## config.mk

```make
export PLATFORM = sky130hd
export DESIGN_NAME = ex_div_unit_flat
export DESIGN_NICKNAME = d
export VERILOG_FILES = /design/src/rtl/ex_div_unit_if.sv /design/src/rtl/ex_div_unit.sv /design/src/flat_wrapper.sv
export SDC_FILE = /design/constraint.sdc
export NUM_CORES = 1
export LEC_CHECK = 0
export CAP_MARGIN = 20
export CELL_PAD_IN_SITES_DETAIL_PLACEMENT = 1
export CELL_PAD_IN_SITES_GLOBAL_PLACEMENT = 1
export CORE_MARGIN = 3
export CORE_UTILIZATION = 43
export DETAILED_ROUTE_END_ITERATION = 6
export PLACE_DENSITY = 0.86
export SYNTH_ARGS = -nofsm -noshare
export SYNTH_HDL_FRONTEND = slang
export SYNTH_SLANG_ARGS = --single-unit
```

## constraint.sdc

```tcl
create_clock -name CLK -period 4.5 [get_ports CLK]
set_clock_uncertainty 0.05 [all_clocks]
set_input_delay 0.9 -clock CLK [delete_from_list [all_inputs] [get_ports CLK]]
set_output_delay 0.9 -clock CLK [all_outputs]
set_load 0.01 [all_outputs]
```

## src/rtl/ex_div_unit_if.sv

```systemverilog
// Handshake/data bundle between the EX-stage operand muxes and the iterative divider.
// The master side drives requests; the slave side is the divider.
interface ex_div_unit_if #(
   parameter int XLEN = 32
);
   logic            START;
   logic [4:0]      SELECT;
   logic [XLEN-1:0] DATA1;
   logic [XLEN-1:0] DATA2;
   logic            FLUSH;
   logic [XLEN-1:0] RESULT;
   logic            BUSY;
   logic            DONE;
   logic            STALL;

   modport master (
      output START, SELECT, DATA1, DATA2, FLUSH,
      input  RESULT, BUSY, DONE, STALL
   );

   modport slave (
      input  START, SELECT, DATA1, DATA2, FLUSH,
      output RESULT, BUSY, DONE, STALL
   );
endinterface

```

## src/rtl/ex_div_unit.sv

```systemverilog
// Iterative restoring divider for RV32M DIV/DIVU/REM/REMU in the EX stage.
// One quotient bit per cycle, then a single sign fix-up cycle before DONE.
module ex_div_unit #(
   parameter int XLEN  = 32,
   parameter int CNT_W = 5
) (
   input  logic         CLK,
   input  logic         RESET,
   ex_div_unit_if.slave bus
);

   typedef enum logic [1:0] {IDLE, CALC, SIGN} state_t;

   localparam logic [XLEN-1:0] ALL_ONES = {XLEN{1'b1}};
   localparam logic [XLEN-1:0] MIN_NEG  = {1'b1, {(XLEN-1){1'b0}}};
   localparam logic [CNT_W-1:0] LAST_CNT = CNT_W'(XLEN-1);

   state_t state_q, state_d;

   logic [XLEN-1:0]  rem_q, quo_q, dvs_q, result_q;
   logic [CNT_W-1:0] cnt_q;
   logic             op_rem_q, neg_q_q, neg_r_q, busy_q, done_q;

   logic                   sel_ok, op_signed, op_rem, div0, ovf, special, accept, stall;
   logic [XLEN-1:0]        special_res;
   logic signed [XLEN:0]   rem_sh, diff;

   function automatic logic [XLEN-1:0] mag(input logic sgn, input logic [XLEN-1:0] x);
      return (sgn && x[XLEN-1]) ? -x : x;
   endfunction

   function automatic logic [XLEN-1:0] neg_if(input logic neg, input logic [XLEN-1:0] x);
      return neg ? -x : x;
   endfunction

   // Opcode decode: 011xx is the divide group; bit0 = unsigned, bit1 = remainder.
   always_comb begin
      sel_ok    = (bus.SELECT[4:2] == 3'b011);
      op_signed = ~bus.SELECT[0];
      op_rem    = bus.SELECT[1];
      div0      = (bus.DATA2 == '0);
      ovf       = op_signed && (bus.DATA1 == MIN_NEG) && (bus.DATA2 == ALL_ONES);
      special   = div0 || ovf;
      accept    = bus.START && (state_q == IDLE) && sel_ok && !bus.FLUSH;
      if (div0)
         special_res = op_rem ? bus.DATA1 : ALL_ONES;
      else
         special_res = op_rem ? '0 : MIN_NEG;
   end

   // The 33-bit shifted remainder keeps the trial-subtract borrow in its MSB.
   always_comb begin
      rem_sh = $signed({rem_q, quo_q[XLEN-1]});
      diff   = rem_sh - $signed({1'b0, dvs_q});
   end

   always_comb begin
      state_d = state_q;
      stall   = 1'b0;
      case (state_q)
         IDLE: begin
            if (accept && !special) begin
               state_d = CALC;
               stall   = 1'b1;
            end
         end
         CALC: begin
            stall = 1'b1;
            if (bus.FLUSH)
               state_d = IDLE;
            else if (cnt_q == LAST_CNT)
               state_d = SIGN;
         end
         SIGN: begin
            stall   = 1'b1;
            state_d = IDLE;
         end
         default: state_d = IDLE;
      endcase
   end

   always_ff @(posedge CLK) begin
      if (RESET)
         state_q <= IDLE;
      else
         state_q <= state_d;
   end

   always_ff @(posedge CLK) begin
      if (RESET) begin
         rem_q    <= '0;
         quo_q    <= '0;
         dvs_q    <= '0;
         result_q <= '0;
         cnt_q    <= '0;
         op_rem_q <= 1'b0;
         neg_q_q  <= 1'b0;
         neg_r_q  <= 1'b0;
         busy_q   <= 1'b0;
         done_q   <= 1'b0;
      end else begin
         done_q <= 1'b0;
         case (state_q)
            IDLE: begin
               if (accept) begin
                  if (special) begin
                     result_q <= special_res;
                     done_q   <= 1'b1;
                  end else begin
                     busy_q   <= 1'b1;
                     op_rem_q <= op_rem;
                     neg_q_q  <= op_signed && (bus.DATA1[XLEN-1] ^ bus.DATA2[XLEN-1]);
                     neg_r_q  <= op_signed && bus.DATA1[XLEN-1];
                     quo_q    <= mag(op_signed, bus.DATA1);
                     dvs_q    <= mag(op_signed, bus.DATA2);
                     rem_q    <= '0;
                     cnt_q    <= '0;
                  end
               end
            end
            CALC: begin
               if (bus.FLUSH) begin
                  busy_q <= 1'b0;
               end else begin
                  if (!diff[XLEN]) begin
                     rem_q <= diff[XLEN-1:0];
                     quo_q <= {quo_q[XLEN-2:0], 1'b1};
                  end else begin
                     rem_q <= rem_sh[XLEN-1:0];
                     quo_q <= {quo_q[XLEN-2:0], 1'b0};
                  end
                  cnt_q <= cnt_q + 1'b1;
               end
            end
            SIGN: begin
               busy_q <= 1'b0;
               if (!bus.FLUSH) begin
                  result_q <= op_rem_q ? neg_if(neg_r_q, rem_q) : neg_if(neg_q_q, quo_q);
                  done_q   <= 1'b1;
               end
            end
            default: busy_q <= 1'b0;
         endcase
      end
   end

   assign bus.RESULT = result_q;
   assign bus.BUSY   = busy_q;
   assign bus.DONE   = done_q;
   assign bus.STALL  = stall;

endmodule

```

## src/flat_wrapper.sv

```systemverilog
// flat-port wrapper written by rule: the top's interface ports become plain ports
module ex_div_unit_flat 
#(
   parameter int XLEN  = 32,
   parameter int CNT_W = 5
)
  (CLK, RESET, bus_START, bus_SELECT, bus_DATA1, bus_DATA2, bus_FLUSH, bus_RESULT, bus_BUSY, bus_DONE, bus_STALL);
  ex_div_unit_if #(.XLEN(XLEN)) bus_i ();
  input  logic CLK;
  input  logic RESET;
  input wire logic [$bits(bus_i.START)-1:0] bus_START;
  input wire logic [$bits(bus_i.SELECT)-1:0] bus_SELECT;
  input wire logic [$bits(bus_i.DATA1)-1:0] bus_DATA1;
  input wire logic [$bits(bus_i.DATA2)-1:0] bus_DATA2;
  input wire logic [$bits(bus_i.FLUSH)-1:0] bus_FLUSH;
  output wire logic [$bits(bus_i.RESULT)-1:0] bus_RESULT;
  output wire logic [$bits(bus_i.BUSY)-1:0] bus_BUSY;
  output wire logic [$bits(bus_i.DONE)-1:0] bus_DONE;
  output wire logic [$bits(bus_i.STALL)-1:0] bus_STALL;
  assign bus_i.START = bus_START;
  assign bus_i.SELECT = bus_SELECT;
  assign bus_i.DATA1 = bus_DATA1;
  assign bus_i.DATA2 = bus_DATA2;
  assign bus_i.FLUSH = bus_FLUSH;
  assign bus_RESULT = bus_i.RESULT;
  assign bus_BUSY = bus_i.BUSY;
  assign bus_DONE = bus_i.DONE;
  assign bus_STALL = bus_i.STALL;
  ex_div_unit #(.XLEN(XLEN), .CNT_W(CNT_W)) u_core (.CLK(CLK), .RESET(RESET), .bus(bus_i));
endmodule
```

==> impl_metrics.yaml, run 1 <==
layout:
  nets: 1599
  finalInstanceArea_um2: 12810
  syn_to_final_growth_pct: 22.28
  diodes: 0
  layout.cells.non_filler: 1813
  fill_cells: 2952
  drive_above_1_share_pct: 8.032
  final_util_pct: 54.08
synth:
  synth_edf_count: 0
  syn-instance-count: 1380
  synth-async-reset-ratio_pct: 0
  mappedNetlistArea_um2: 10480
  dominantRegCellSynth: "dfxtp_1"
  yosysSeqAreaShare_pct: 26.76
  synthesis.nets: 1497
  syn_area_per_cell_um2: 7.591
  ys_ff_latch: 140
  yosys_warnings: 0
  yosysUniqueCellTypes: 70
setup_path:
  slowest_delay_ns: 0.59
  crit_family: "simple AND/OR/NAND/NOR gates"
  worst-setup-path-type: "in2out"
  critical_path.cell_chain: "clkdlybuf4s50_1 > or4_1 > nor3_1 > nand4_1 > buf_4 > o21ai_2 > nor2_4 > nor2_1 > nor2_1 > clkdlybuf4s50_1"
  cp_slowest_cell: "or4_1"
  crit_path_start_kind: "input pin"
  crit_path_max_fanout: 3
  crit_buf_inv: 3
  cp.required_ns: 3.55
  cp-end-kind: "primary output"
  worstPathArrival_ns: 3.49
cts:
  clockRootBuffer: "clkbuf_16"
  clock_latency_ns: 0.43
  hold_buffers: 0
  path_clk_slew_ns: 0.07
  h-tree-depth: 4
  numCtsBuffers: 17
  cts_sinks: 140
  clockBufferDepth: 2
  tritoncts: "yes"
timing:
  fin_ws_ns: 0.05884
  timing.slew.headroom_pct: 28.17
  fin_hold_ws_ns: 0.4081
  hold_viol: 0
  maxSlewViolCount: 0
  setup_tns_ns: 0
  period_needed_ns: 4.441
  setup_viol: 0
  tightest_slew_ns: 1.075
  fin_crit_sh_pct: 98.69
  max_freq_ghz: 0.2252
pwr:
  p_seq_share_pct: 37.1
  p_leak_nw: 4.704
  swShare_pct: 29.15
  fin_total_pwr_mw: 3.454
  power_density_nw_per_um2: 269.7
  p_sw_mw: 1.007
  clock_power_share_pct: 42.6
  max-vdd-ir-drop_v: 0.0002487
  p_int_mw: 2.447
  combPwrFrac_pct: 20.3
placed_design:
  hpwl_um: 27050
  place_inst: 1779
  port_buffers: 107
  dpl_cell_area_um2: 12110
  pre_cts_ws_ns: -0.2705
  globalplace.congestion: 0.8847
routing:
  vias_per_cell: 6.009
  drtIter0Drc: 595
  drt_pre_antenna_iters: 7
  vias: 10890
  drc_errors: 0
  wire_per_inst_um: 20.34
  wl_um: 36870
  antenna_left: 0
outcome:
  outcome: "complete, no violations"
floorplanning:
  die_h_um: 162.1
  initial_utilization_pct: 44.23
  io_pins: 108
  die_w_um: 162.1
  rows: 56
  dieArea_um2: 26270
  core_area_um2: 23680
grt:
  grt_pass1_wl_um: 58880
  gr-total-overflow: 0
  antenna_found_initial: 1
  grt_pass1_vias: 11240
  grt_use_total_pct: 27.57
  grt_max_degree: 69
min_path:
  min_path_type: "reg2reg"
flow_run:
  max_cap_viol_count: 0
## routing by layer
layer | GRT usage [%] | routed length (µm) | vias to the layer above
li1 | - | - | 5188
met1 | 35.01 | 15930 | 5302
met2 | 47.34 | 17880 | 323
met3 | 4.004 | 1948 | 81
met4 | 10.55 | 1110 | 0
met5 | 0 | 0 | -
## synthesized netlist by cell type, drive strengths merged, types with 16 or more instances
library cell | n | area (µm²)
a211oi | 43 | 335.3
a21oi | 84 | 420.4
clkbuf | 68 | 255.2
dfxtp | 140 | 2803
ha | 43 | 538.0
inv | 54 | 202.7
mux2i | 49 | 490.5
nand2 | 120 | 450.4
nand2b | 17 | 106.4
nand3 | 25 | 125.1
nand4 | 18 | 112.6
nor2 | 157 | 591.8
nor3 | 16 | 85.08
nor4 | 17 | 106.4
o211ai | 19 | 142.6
o21ai | 138 | 694.4
o31ai | 32 | 259.0
o41ai | 16 | 140.1
or3 | 16 | 105.1
xnor2 | 77 | 674.4
xor2 | 70 | 613.1
## worst min-delay path, stage by stage, from the launching register on
cell and delay, ns:
dfxtp_1 0.31, nand2_1 0.05, o21ai_1 0.05
## kinds of logic after synthesis
| kind of cell | synth area share (%) |
|---|---|
| flops | 26.76 |
| simple gates | 19.72 |
| xor+xnor | 12.29 |
| buf+inv | 5.017 |
| compound gates | 25.88 |
| fa+ha+maj | 5.327 |
| mux | 5.005 |
## layout make-up
| cell class | count | area [µm²] | share of cell area, % |
|---|---|---|---|
| clock buffer | 18 | 439.2 | 3.429 |
| clock inverter | 13 | 166.4 | 1.299 |
| inverter | 54 | 202.7 | 1.582 |
| multi-input combinational | 1104 | 7244 | 56.56 |
| sequential | 140 | 2803 | 21.88 |
| tap | 319 | 399.1 | 3.116 |
| timing repair buffer | 165 | 1554 | 12.13 |
## final timing paths
kind                                      start                                  to  slack (ns)  depth (start not counted)
max reg2reg        u_core.rem_q[0]$_SDFFE_PP0P_       u_core.rem_q[10]$_SDFFE_PP0P_        0.47                         11
min reg2reg  u_core.bus.RESULT[21]$_SDFFE_PP0P_  u_core.bus.RESULT[21]$_SDFFE_PP0P_        0.41                          2
min          u_core.bus.RESULT[21]$_SDFFE_PP0P_  u_core.bus.RESULT[21]$_SDFFE_PP0P_        0.41                          2
max                               bus_DATA1[18]                           bus_STALL        0.06                         10
## sequential cells by signal, summed over array words and instances, names as in the netlist
register / flops
u_core.bus.DONE: 1
u_core.bus.BUSY: 1
u_core.quo_q: 32
u_core.rem_q: 32
u_core.neg_q_q: 1
u_core.op_rem_q: 1
u_core.cnt_q: 5
u_core.dvs_q: 32
u_core.state_q: 2
u_core.neg_r_q: 1
u_core.bus.RESULT: 32
## what timing repair did
item                                    CTS  global route
pin swaps                                 0             5
resized for setup                         3             9
endpoints found under the setup margin    1             1
gates cloned                              0             0
endpoints found under the hold margin     0             0
buffers inserted                          0             2
## cells in the final DEF, fill, tap and decap left out, types with 5 or more instances in the layout
master,instances
buf_4,55
o21a_1,6
o311ai_1,10
a21o_1,13
a211oi_1,42
mux2i_1,49
or4_1,13
o21ai_1,56
o211ai_1,19
o41ai_1,16
or3_1,15
nor2_1,154
ha_1,42
nor2b_1,9
nand3_1,24
nand2_1,120
a21oi_1,83
a311oi_1,5
inv_1,54
xor2_1,69
o22ai_1,7
xnor2_1,77
nor4_1,14
a22o_1,6
clkdlybuf4s50_1,104
a31oi_1,6
o31ai_1,30
and3_1,8
clkbuf_16,17
o21ai_0,81
nand4_1,18
nand2b_1,17
a32oi_1,10
nor3_1,14
dfxtp_1,140
and2_1,5
## power by group through the flow
stage	combinational, mW	sequential [mW]	clock [mW]
after floorplan	0.416	1.30	0
after global placement	0.658	1.31	0
after detailed placement	0.676	1.31	0
after CTS	0.692	1.28	1.48
after global routing	0.757	1.28	1.54
final	0.700	1.28	1.47
Power figures use the tool's default switching activity.
==> run 2: changes to the inputs <==
--- a/config.mk
+++ b/config.mk
@@ -12,6 +12,7 @@
 export CORE_UTILIZATION = 43
 export DETAILED_ROUTE_END_ITERATION = 6
 export PLACE_DENSITY = 0.86
+export SKIP_CTS_REPAIR_TIMING = 1
 export SYNTH_ARGS = -nofsm -noshare
 export SYNTH_HDL_FRONTEND = slang
 export SYNTH_SLANG_ARGS = --single-unit
==> run 2 against run 1 <==
The run now ends with design-rule violations left. Critical path depth unchanged. Final cell count unchanged. Power barely moved. Largest cell class unchanged. Fmax is 0.15% lower. Hold slack worse by 0.0016 ns. Cell area is essentially flat. Critical path type unchanged. Largest power group unchanged.
==> impl_metrics.yaml, run 2 (synthesis gave the netlist of run 1 again) <==
routing:
  vias_per_cell: 5.957
  antenna_left: 0
  wire_per_inst_um: 20.26
  drt_pre_antenna_iters: 7
  wl_um: 36740
  drc_errors: 1
  drtIter0Drc: 666
  vias: 10800
cts:
  path_clk_slew_ns: 0.07
  clockRootBuffer: "clkbuf_16"
  numCtsBuffers: 17
  tritoncts: "yes"
  cts_sinks: 140
  clockBufferDepth: 2
  h-tree-depth: 4
  clock_latency_ns: 0.43
grt:
  gr-total-overflow: 0
  antenna_found_initial: 1
  grt_pass1_wl_um: 58810
  grt_max_degree: 69
  grt_pass1_vias: 11220
  grt_use_total_pct: 27.52
layout:
  final_util_pct: 54.09
  nets: 1599
  diodes: 0
  finalInstanceArea_um2: 12810
  syn_to_final_growth_pct: 22.30
  layout_common_cells: "nor2_1 (154), dfxtp_1 (140), nand2_1 (120)"
  drive_above_1_share_pct: 8.032
  final_common_cell: "nor2_1"
pwr:
  power_density_nw_per_um2: 269.8
  combPwrFrac_pct: 20.2
  swShare_pct: 29.20
  p_int_mw: 2.447
  max-vdd-ir-drop_v: 0.0002484
  clock_power_share_pct: 42.7
  p_seq_share_pct: 37.1
  p_sw_mw: 1.009
  p_leak_nw: 4.713
timing:
  hold_viol: 0
  setup_viol: 0
  period_needed_ns: 4.448
  maxSlewViolCount: 0
  setup_tns_ns: 0
  timing.slew.headroom_pct: 27.18
  fin_crit_sh_pct: 98.84
  max_freq_ghz: 0.2248
  fin_ws_ns: 0.05220
  tightest_slew_ns: 1.090
setup_path:
  crit_path_start_kind: "input pin"
  crit_buf_inv: 3
  crit_start: "bus_DATA1[18]"
  critical_path.cell_chain: "clkdlybuf4s50_1 > or4_1 > nor3_1 > nand4_1 > buf_4 > o21ai_2 > nor2_4 > nor2_1 > nor2_1 > clkdlybuf4s50_1"
  regToRegSetupSlack_ns: 0.48
  reg2reg_to: "u_core.rem_q[7]$_SDFFE_PP0P_"
  cp-end-kind: "primary output"
  cp.required_ns: 3.55
  slowest_delay_ns: 0.58
  reg2regPathDepth: 12
  cp_slowest_cell: "or4_1"
  worstPathArrival_ns: 3.50
  crit_path_max_fanout: 3
  worst-setup-path-type: "in2out"
  cp-endpoint: "bus_STALL"
  cp.depth: 10
  crit_family: "simple AND/OR/NAND/NOR gates"
  rr_startpoint: "u_core.rem_q[0]$_SDFFE_PP0P_"
outcome:
  violations: "design-rule violations"
  outcome: "finished, violations left"
placed_design:
  pre_cts_ws_ns: -0.2705
  dpl_cell_area_um2: 12110
  hpwl_um: 27050
  port_buffers: 107
  globalplace.congestion: 0.8847
floorplanning:
  io_pins: 108
  die_h_um: 162.1
  dieArea_um2: 26270
  rows: 56
  die_w_um: 162.1
  core_area_um2: 23680
  initial_utilization_pct: 44.23
min_path:
  min_path_type: "reg2reg"
  hold_depth: 2
flow_run:
  max_cap_viol_count: 0
run 2: worst min path at each step:
stage                                        from                            endpoint  slack (ns)
3_3_place_gp   u_core.bus.RESULT[24]$_SDFFE_PP0P_  u_core.bus.RESULT[24]$_SDFFE_PP0P_        0.39
2_1_floorplan       u_core.dvs_q[30]$_SDFFE_PP0P_       u_core.dvs_q[30]$_SDFFE_PP0P_        0.38
6_report       u_core.bus.RESULT[21]$_SDFFE_PP0P_  u_core.bus.RESULT[21]$_SDFFE_PP0P_        0.41
5_1_grt        u_core.bus.RESULT[21]$_SDFFE_PP0P_  u_core.bus.RESULT[21]$_SDFFE_PP0P_        0.43
3_5_place_dp   u_core.bus.RESULT[21]$_SDFFE_PP0P_  u_core.bus.RESULT[21]$_SDFFE_PP0P_        0.40
4_1_cts        u_core.bus.RESULT[21]$_SDFFE_PP0P_  u_core.bus.RESULT[21]$_SDFFE_PP0P_        0.41
run 2: power groups by stage:
stage	logic [mW]	registers, mW	clock network (mW)
final	0.699	1.28	1.48
after global routing	0.757	1.28	1.54
after CTS	0.691	1.28	1.48
after detailed placement	0.676	1.31	0
after global placement	0.658	1.31	0
after floorplan	0.416	1.30	0
run 2: tightest hold or removal path: cells and delay by family, from the launching register on:
family | cells | cell delay (ns)
AO/OA/AOI/OAI | 1 | 0.05
AND/OR/NAND/NOR | 1 | 0.05
flip-flops | 1 | 0.31
run 2: area by class of cell:
cell class	instances	area (µm²)
flip-flops and latches	140	2803
multi-input cells	1104	7244
inverters	54	202.7
fillers	2952	10870
clock inverters	13	166.4
repair buffers	165	1556
well taps	319	399.1
clock buffers	18	439.2
run 2: per-layer routing:
| metal | up-vias | track usage, % | wire [µm] |
|---|---|---|---|
| li1 | 5184 | - | - |
| met1 | 5261 | 34.79 | 16130 |
| met2 | 289 | 47.48 | 18020 |
| met3 | 66 | 4.234 | 1692 |
| met4 | 0 | 10.12 | 894 |
| met5 | - | 0 | 0 |
run 2: metrics by stage:
step,std cells,power (mW),hold WS [ns]
after floorplan,1380,1.718,0.3819
after global placement,1779,1.966,0.3869
after detailed placement,1779,1.985,0.3977
after CTS,1810,3.457,0.4066
after global routing,1813,3.579,0.4278
final,1813,3.457,0.4065
